<file path="src/rtl/truth_table_pkg.sv">
// Shared definitions for the truth-table sweeper: FSM state type, vector
// count, vector-index to table-bit mapping and named gate codes.
package truth_table_pkg;

   typedef enum logic [1:0] {
      IDLE,
      DRIVE,
      SAMPLE,
      DONE
   } state_t;

   localparam int unsigned NUM_VECTORS = 8;

   localparam logic [7:0] GATE_0X00 = 8'h00;
   localparam logic [7:0] GATE_0X22 = 8'h22;
   localparam logic [7:0] GATE_0X80 = 8'h80;
   localparam logic [7:0] GATE_0X96 = 8'h96;
   localparam logic [7:0] GATE_0XFE = 8'hFE;

   // Vector 000 lands in bit 7, 111 in bit 0, so the word reads as the hex name.
   function automatic logic [2:0] vec_to_bit(input logic [2:0] v);
      return 3'd7 - v;
   endfunction

endpackage

</file>
<file path="src/rtl/settle_counter.sv">
// Down-counter used to time the settle window of each vector.
// Ports:
//   clk      rising-edge clock
//   rst      synchronous active-high reset (count -> 0)
//   load     load load_val (has priority over counting)
//   en       count enable; count decrements while non-zero
//   load_val value loaded on load
//   expire   high while enabled and the count has reached zero
module settle_counter #(
   parameter int unsigned WIDTH = 8
) (
   input  logic             clk,
   input  logic             rst,
   input  logic             load,
   input  logic             en,
   input  logic [WIDTH-1:0] load_val,
   output logic             expire
);

   logic [WIDTH-1:0] count;

   always_ff @(posedge clk) begin
      if (rst) begin
         count <= '0;
      end else if (load) begin
         count <= load_val;
      end else if (en && (count != '0)) begin
         count <= count - 1'b1;
      end
   end

   assign expire = en && (count == '0);

endmodule

</file>
<file path="src/rtl/truth_table_sweeper.sv">
// Drives a 3-input gate through vectors 000..111, samples its output after a
// settle window, assembles the MSB-first truth-table word and compares it with
// EXPECTED.
// Ports:
//   clk        rising-edge clock
//   rst        synchronous active-high reset
//   start      one-cycle sweep request (ignored while busy)
//   in1/in2/in3 gate inputs, MSB..LSB of the vector index
//   dut_out    gate output under test
//   busy       sweep in progress
//   done       sweep finished, held until next start or reset
//   table_out  captured truth-table word
//   match      table_out == EXPECTED, only while done
//   unstable   (only with TRUTH_TABLE_SWEEPER_STABILITY_EN) output changed
//              between the last settle cycle and the sample cycle
// Optional feature macro: TRUTH_TABLE_SWEEPER_STABILITY_EN
module truth_table_sweeper
   import truth_table_pkg::*;
#(
   parameter int unsigned SETTLE_CYCLES = 2,
   parameter logic [7:0]  EXPECTED      = GATE_0X22
) (
   input  logic       clk,
   input  logic       rst,
   input  logic       start,
   output logic       in1,
   output logic       in2,
   output logic       in3,
   input  logic       dut_out,
   output logic       busy,
   output logic       done,
   output logic [7:0] table_out,
`ifdef TRUTH_TABLE_SWEEPER_STABILITY_EN
   output logic       unstable,
`endif
   output logic       match
);

   if ((SETTLE_CYCLES < 1) || (SETTLE_CYCLES > 255)) begin : g_bad_settle
      $error("truth_table_sweeper: SETTLE_CYCLES must be in 1..255");
   end

   localparam logic [7:0] LOAD_VAL = 8'(SETTLE_CYCLES - 1);
   localparam logic [2:0] LAST_VEC = 3'(NUM_VECTORS - 1);

   state_t     state;
   logic [2:0] vec;
   logic [7:0] next_table;
   logic       start_ok;
   logic       cnt_load;
   logic       expire;
   logic       word_ok;

   assign {in1, in2, in3} = vec;
   assign start_ok = start && ((state == IDLE) || (state == DONE));
   assign cnt_load = start_ok || ((state == SAMPLE) && (vec != LAST_VEC));

   always_comb begin
      next_table = table_out;
      next_table[vec_to_bit(vec)] = dut_out;
   end

`ifdef TRUTH_TABLE_SWEEPER_STABILITY_EN
   logic last_drive;
   logic unstable_next;
   assign unstable_next = unstable || (dut_out != last_drive);
   assign word_ok = (next_table == EXPECTED) && !unstable_next;
`else
   assign word_ok = (next_table == EXPECTED);
`endif

   settle_counter #(
      .WIDTH(8)
   ) u_settle (
      .clk     (clk),
      .rst     (rst),
      .load    (cnt_load),
      .en      (state == DRIVE),
      .load_val(LOAD_VAL),
      .expire  (expire)
   );

   always_ff @(posedge clk) begin
      if (rst) begin
         state     <= IDLE;
         vec       <= '0;
         busy      <= 1'b0;
         done      <= 1'b0;
         match     <= 1'b0;
         table_out <= '0;
`ifdef TRUTH_TABLE_SWEEPER_STABILITY_EN
         unstable   <= 1'b0;
         last_drive <= 1'b0;
`endif
      end else begin
         case (state)
            IDLE, DONE: begin
               if (start) begin
                  state     <= DRIVE;
                  vec       <= '0;
                  table_out <= '0;
                  busy      <= 1'b1;
                  done      <= 1'b0;
                  match     <= 1'b0;
`ifdef TRUTH_TABLE_SWEEPER_STABILITY_EN
                  unstable  <= 1'b0;
`endif
               end
            end
            DRIVE: begin
               if (expire) begin
                  state <= SAMPLE;
`ifdef TRUTH_TABLE_SWEEPER_STABILITY_EN
                  last_drive <= dut_out;
`endif
               end
            end
            SAMPLE: begin
               table_out <= next_table;
`ifdef TRUTH_TABLE_SWEEPER_STABILITY_EN
               unstable  <= unstable_next;
`endif
               if (vec == LAST_VEC) begin
                  // vec is left at 111 so the gate inputs do not wrap.
                  state <= DONE;
                  busy  <= 1'b0;
                  done  <= 1'b1;
                  match <= word_ok;
               end else begin
                  vec   <= vec + 3'd1;
                  state <= DRIVE;
               end
            end
            default: state <= IDLE;
         endcase
      end
   end

endmodule
</file>
<file path="config.mk">
export PLATFORM = sky130hd
export DESIGN_NAME = truth_table_sweeper
export DESIGN_NICKNAME = d
export VERILOG_FILES = /design/src/rtl/truth_table_pkg.sv /design/src/rtl/settle_counter.sv /design/src/rtl/truth_table_sweeper.sv
export SDC_FILE = /design/constraint.sdc
export NUM_CORES = 1
export LEC_CHECK = 0
export ABC_AREA = 1
export CAP_MARGIN = 10
export CELL_PAD_IN_SITES_DETAIL_PLACEMENT = 2
export CELL_PAD_IN_SITES_GLOBAL_PLACEMENT = 2
export CORE_MARGIN = 2
export CORE_UTILIZATION = 32
export CTS_BUF_LIST = sky130_fd_sc_hd__clkbuf_4
export CTS_CLUSTER_SIZE = 8
export DETAILED_ROUTE_END_ITERATION = 8
export GPL_TIMING_DRIVEN = 0
export PLACE_DENSITY_LB_ADDON = 0.05
export SLEW_MARGIN = 0
export SYNTH_ARGS = -nofsm -noshare
export SYNTH_HDL_FRONTEND = slang
export SYNTH_SLANG_ARGS = --single-unit
</file>
<file path="constraint.sdc">
create_clock -name clk -period 2.24 [get_ports clk]
set_clock_uncertainty 0.15 [all_clocks]
set_input_delay 0.56 -clock clk [delete_from_list [all_inputs] [get_ports clk]]
set_output_delay 0.56 -clock clk [all_outputs]
set_load 0.02 [all_outputs]
</file>
---- Word level (Yosys, flattened, before mapping) ----
Index checks and enable logic that the tools add are counted.
word-level totals
  register bits after elaboration ......... 24
  latch bits .............................. 0
  bits in writable memories ............... 0
  ROM bits ................................ 0
  bits of input ports ..................... 4
  output and inout bits ................... 14
  logic and storage cells ................. 63
  memories ................................ 0
cells by class
  add/subtract/negate cells ............... 3
  $mul .................................... 0
  divide/modulo/power cells ............... 0
  magnitude comparators ................... 2
  equality and inequality tests ........... 10
  shift operators ......................... 0
  multiplexer cells ....................... 22
  bitwise gates (word level) .............. 0
  reduce and logical (&&, ||, !) cells .... 18
operators with widths
  operator             count
  $pmux 8 s2           1
  $bwmux 8             1
  $eq 8x6->1 const B   1
  $logic_not 8->1      1
  $mux 1               8
  $mux 8               1
  $reduce_bool 8->1    1
  $sub 8x1->8 const B  1
  $mux 2               3
  $mux 3               2
  $ne 2x2->1 const B   3
  $pmux 1 s2           3
  $pmux 2 s3           1
  $pmux 3 s2           1
  $reduce_and 3->1     2
  $logic_and 1x1->1    5
  $eq 2x2->1 const B   2
  $lt 3x4->1 const B   1
  $reduce_and 2->1     2
  $reduce_bool 2->1    2
  $reduce_or 2->1      2
  $add 3x1->3 const B  1
  $demux 1 s3          1
  $eq 3x3->1 const B   1
  other kinds (7)      8

---- Logic depth before layout (Yosys ltp) ----
  depth after elaboration ................. 9
  gate-level depth with buffers ........... 9
  mapped depth without buffers ............ 9

---- Cells and area by module ----
Synthesis repeated with hierarchy kept, for this count alone.
second synthesis, totals
  cell total of the unflattened synthesis .. 237
  area, all modules ....................... 1556.5 um^2
by module, submodules not included
  module               times used  cells each  area each (um^2)  sequential area each (um^2)
  truth_table_sweeper  1           136         954.7             320.3
  settle_counter       1           101         601.8             160.2

---- Worst setup path before layout ----
OpenSTA, ideal clock, no wires.
  kind .................................... register -> register
  start ................................... register vec[1]
  end ..................................... register u_settle.count[1]
  setup time .............................. 0.122 ns
  data arrival time ....................... 1.326 ns
  required time ........................... 1.968 ns
  slack ................................... 0.643 ns
  cell stages (with the launch flop) ...... 7
  buffers on the path ..................... 0
  period minus slack after synthesis ...... 1.597 ns
  cell sequence ........................... dfxtp_1 -> ha_1 -> ha_1 -> o21a_1 -> nand2_1 -> o21bai_1 -> a21oi_1
on the way
  word-level cells in the longest chain between the ends .. 4
RTL lines
  what                       line                        RTL
  from (decl)                truth_table_sweeper.sv:47   logic [2:0] vec;
  from (signal assigned)     truth_table_sweeper.sv:130  vec <= vec + 3'd1;
  $ne 3x3->1                 truth_table_sweeper.sv:56   assign cnt_load = start_ok || ((state == SAMPLE) && (vec != LAST_VEC));
  $logic_and 1x1->1          truth_table_sweeper.sv:56
  $logic_or 1x1->1           truth_table_sweeper.sv:56
  $reduce_or 2->1 (no line)  n/a
  to (signal assigned)       settle_counter.sv:26        count <= load_val;
  to (signal assigned)       settle_counter.sv:28        count <= count - 1'b1;
  to (decl)                  settle_counter.sv:20        logic [WIDTH-1:0] count;
No other way between the ends.
A chain may end at the register's enable or synchronous reset.

---- Worst setup path after layout ----
  start ................................... register vec[2]
  end ..................................... output port in1
RTL lines
  what       line                       RTL
  to (decl)  truth_table_sweeper.sv:26  output logic in1,
No word-level cell between the ends.

==> flow_metrics.env <==
export IMPL_clockRootBuffer="sky130_fd_sc_hd__clkbuf_4"
export IMPL_worst_pin_slew_ns=0.572
export IMPL_post_synth_mux_area_share_pct=0
export IMPL_chipWidth_um=69.8
export IMPL_wire_length_of_the_first_global_routing_pass_um=7090
export IMPL_synthSimpleGateAreaFrac_pct=30.6
export IMPL_ports_placed_on_the_boundary=18
export IMPL_critPathArrivalTime_ns=1.39
export IMPL_yosys_register_bits=24
export IMPL_area_growth_syn_to_layout_pct=18.4
export IMPL_unrepaired_setup_endpoints_after_global_routing="false"
export IMPL_cts_hold_buf=0
export IMPL_filler_instances=513
export IMPL_ant_nets=0
export IMPL_vdd_ir_drop_worst_v=0.000595
export IMPL_critical_path_start_end_classification="flip-flop to output port"
export IMPL_startpoint_type="flip-flop"
export IMPL_avgRoutedWirePerCell_um=15.2
export IMPL_layout_common_cells="sky130_fd_sc_hd__nand2_1 (59), sky130_fd_sc_hd__dfxtp_1 (24), sky130_fd_sc_hd__inv_1 (22), sky130_fd_sc_hd__a21oi_1 (20), sky130_fd_sc_hd__clkdlybuf4s50_1 (17)"
export IMPL_finalCoreUtilization_pct=40.2
export IMPL_total_grt_overflow=0
export IMPL_clk_pin_slew_worst_paths_ns=0.14
export IMPL_drt_first_iter_violations=46
export IMPL_synth_compound_area_share_pct=13.4
export IMPL_remaining_drc_errors=0
export IMPL_total_die_area_mm2=0.00487
export IMPL_slew_hr_pct=61.9
export IMPL_multi_input_area_um2=763
export IMPL_cts_path_max_buffers=2
export IMPL_cts_htree_levels=1
export IMPL_floorplan_initialDensity_pct=33.9
export IMPL_critPathSlowestCell="sky130_fd_sc_hd__clkdlybuf4s50_1"
export IMPL_worst_skew_pair_latency_ns=0.32
export IMPL_setup_viol_count_final=0
export IMPL_place_detailed_hpwl_um=3230
export IMPL_cts_buffers_inserted=3
export IMPL_antennaDiodeCount=0
export IMPL_synthesis_area_per_instance_um2=7.00
export IMPL_syn_num_nets=210
export IMPL_postSynthCellCount=198
export IMPL_tritoncts="yes"
export IMPL_timing_critical_path_max_delay_family="buffers and inverters"
export IMPL_place_congestion=0.729
export IMPL_grt_pass1_vias=1491
export IMPL_place_area_mm2=0.00162
export IMPL_fraction_of_layout_cells_with_a_size_suffix_above_1_pct=9.63
export IMPL_finalCriticalPeriod_ns=2.10
export IMPL_powerDensity_mw_per_mm2=980
export IMPL_layout_commonest_cell="sky130_fd_sc_hd__nand2_1"
export IMPL_antenna_found_initial=0
export IMPL_crit_buf_inv=1
export IMPL_crit_path_max_incr_delay_ns=0.63
export IMPL_worst_endpoint_required_ns=1.53
export IMPL_io_buffer_count=17
export IMPL_max_freq_ghz=0.477
export IMPL_design_area_mm2=0.00164
export IMPL_summed_instance_area_of_the_synthesized_netlist_mm2=0.00139
export IMPL_core_area_mm2=0.00409
export IMPL_totalNegativeSetupSlack_ns=0
export IMPL_vias_per_cell=5.00
export IMPL_leakage_uw=0.000675
export IMPL_nNetsFinal=232
export IMPL_synth_cell_type_count=26
export IMPL_ctsResizeCount=0
export IMPL_maxCapViolCount=0
export IMPL_post_synth_fa_ha_maj_area_fraction_pct=7.22
export IMPL_detail_route_first_pass_iterations=2
export IMPL_clkSinkCount=24
export IMPL_die_height_um=69.8
export IMPL_dr_total_vias=1340
export IMPL_cp_end_kind="output port"
export IMPL_slew_viol_final=0
export IMPL_global_route_usage_total_pct=18.1
export IMPL_total_power_uw=1610
export IMPL_ys_seq_area_share_pct=34.7
export IMPL_pin_count_of_the_biggest_net_entering_global_routing=13
export IMPL_timing_hold_violations_final=0
export IMPL_synth_top_family_by_area="simple AND/OR/NAND/NOR gates"
export IMPL_timing_final_crit_share_pct=93.7
export IMPL_core_rowCount=23
export IMPL_timing_critical_path_fanout_max=4
export IMPL_wl_um=4060
export IMPL_min_path_type="flip-flop to flip-flop"
export IMPL_synth_xor_area_share_pct=3.79
export IMPL_post_cts_repair_setup_buffers=0
export IMPL_outcome="complete, no violations"
export IMPL_crit_chain="clkdlybuf4s50_1"
export IMPL_yosys_warnings=0
export IMPL_register_area_um2=480
registers in the layout, indices dropped and copies added, names as in the netlist:
name and count:
u_settle.count 8, state 2, done 1, busy 1, table_out 8, vec 3
match 1
Yosys cell counts:
master / instances / area share, %
sky130_fd_sc_hd__inv_1: 22 / 6.0
sky130_fd_sc_hd__nand3_2: 1 / 0.72
sky130_fd_sc_hd__ha_1: 8 / 7.2
sky130_fd_sc_hd__nor2_4: 2 / 1.6
sky130_fd_sc_hd__o21a_1: 1 / 0.54
sky130_fd_sc_hd__nand4_1: 4 / 1.8
sky130_fd_sc_hd__a2bb2oi_1: 1 / 0.63
sky130_fd_sc_hd__o21bai_1: 1 / 0.54
sky130_fd_sc_hd__a31oi_1: 2 / 0.90
sky130_fd_sc_hd__clkbuf_1: 1 / 0.27
sky130_fd_sc_hd__o21ai_0: 2 / 0.72
sky130_fd_sc_hd__dfxtp_1: 24 / 35
sky130_fd_sc_hd__nand2_2: 3 / 1.4
sky130_fd_sc_hd__o211ai_1: 1 / 0.54
sky130_fd_sc_hd__buf_6: 3 / 2.4
sky130_fd_sc_hd__xor2_1: 6 / 3.8
sky130_fd_sc_hd__nand3_1: 16 / 5.8
sky130_fd_sc_hd__nor2_2: 2 / 0.90
sky130_fd_sc_hd__buf_4: 1 / 0.54
sky130_fd_sc_hd__o21ai_2: 1 / 0.63
sky130_fd_sc_hd__o21ai_1: 3 / 1.1
sky130_fd_sc_hd__nand2_1: 59 / 16
sky130_fd_sc_hd__a21oi_2: 1 / 0.63
sky130_fd_sc_hd__nor2_1: 9 / 2.4
sky130_fd_sc_hd__inv_2: 4 / 1.1
sky130_fd_sc_hd__a21oi_1: 20 / 7.2
layout make-up:
class	instances	area share, %
plain buffers	5	2.74
inverters	26	5.95
flip-flops and latches	24	29.3
multi-input cells	143	46.5
repair buffers	17	10.4
well taps	50	3.81
clock buffers	3	1.37
through the flow:
| step | hold slack [ns] | cells | setup slack, ns |
|---|---|---|---|
| floorplan | 0.292 | 198 | 0.643 |
| global placement | 0.287 | 265 | 0.162 |
| detailed placement | 0.297 | 265 | 0.0791 |
| CTS | 0.317 | 268 | 0.121 |
| global route | 0.344 | 268 | 0.0817 |
| finish | 0.311 | 268 | 0.142 |
layer usage:
layer | global-route usage, % | part of all wire [%] | vias up
li1 | - | - | 678
met1 | 19.8 | 42 | 644
met2 | 35.0 | 55 | 14
met3 | 3.63 | 2.4 | 4
met4 | 4.27 | 0.62 | 0
met5 | 0 | 0 | -
cell families (layout without fill, tap and decap cells):
| family | count (synthesis) | in the layout |
|---|---|---|
| and+or+nand+nor | 96 | 96 |
| AOI/OAI and AO/OA | 33 | 33 |
| buffers and inverters | 31 | 51 |
| DFF | 24 | 24 |
| adders and majority gates | 8 | 8 |
| xor gates and xnor gates | 6 | 6 |
power breakdown:
part,leakage [uW],internal (uW),switching (uW)
Clock,0.0000138,63.2,138
Combinational,0.000467,308,545
Sequential,0.000195,498,56.8
path summary, 6_finish.rpt:
check / slack, ns / cells past startpoint / start / end
min: 0.31 / 2 / busy / busy
max reg2reg: 0.31 / 9 / state[0] / vec[0]
max: 0.14 / 1 / vec[2] / in1
min reg2reg: 0.31 / 2 / busy / busy
No activity file was read; power rests on OpenSTA's default activity.
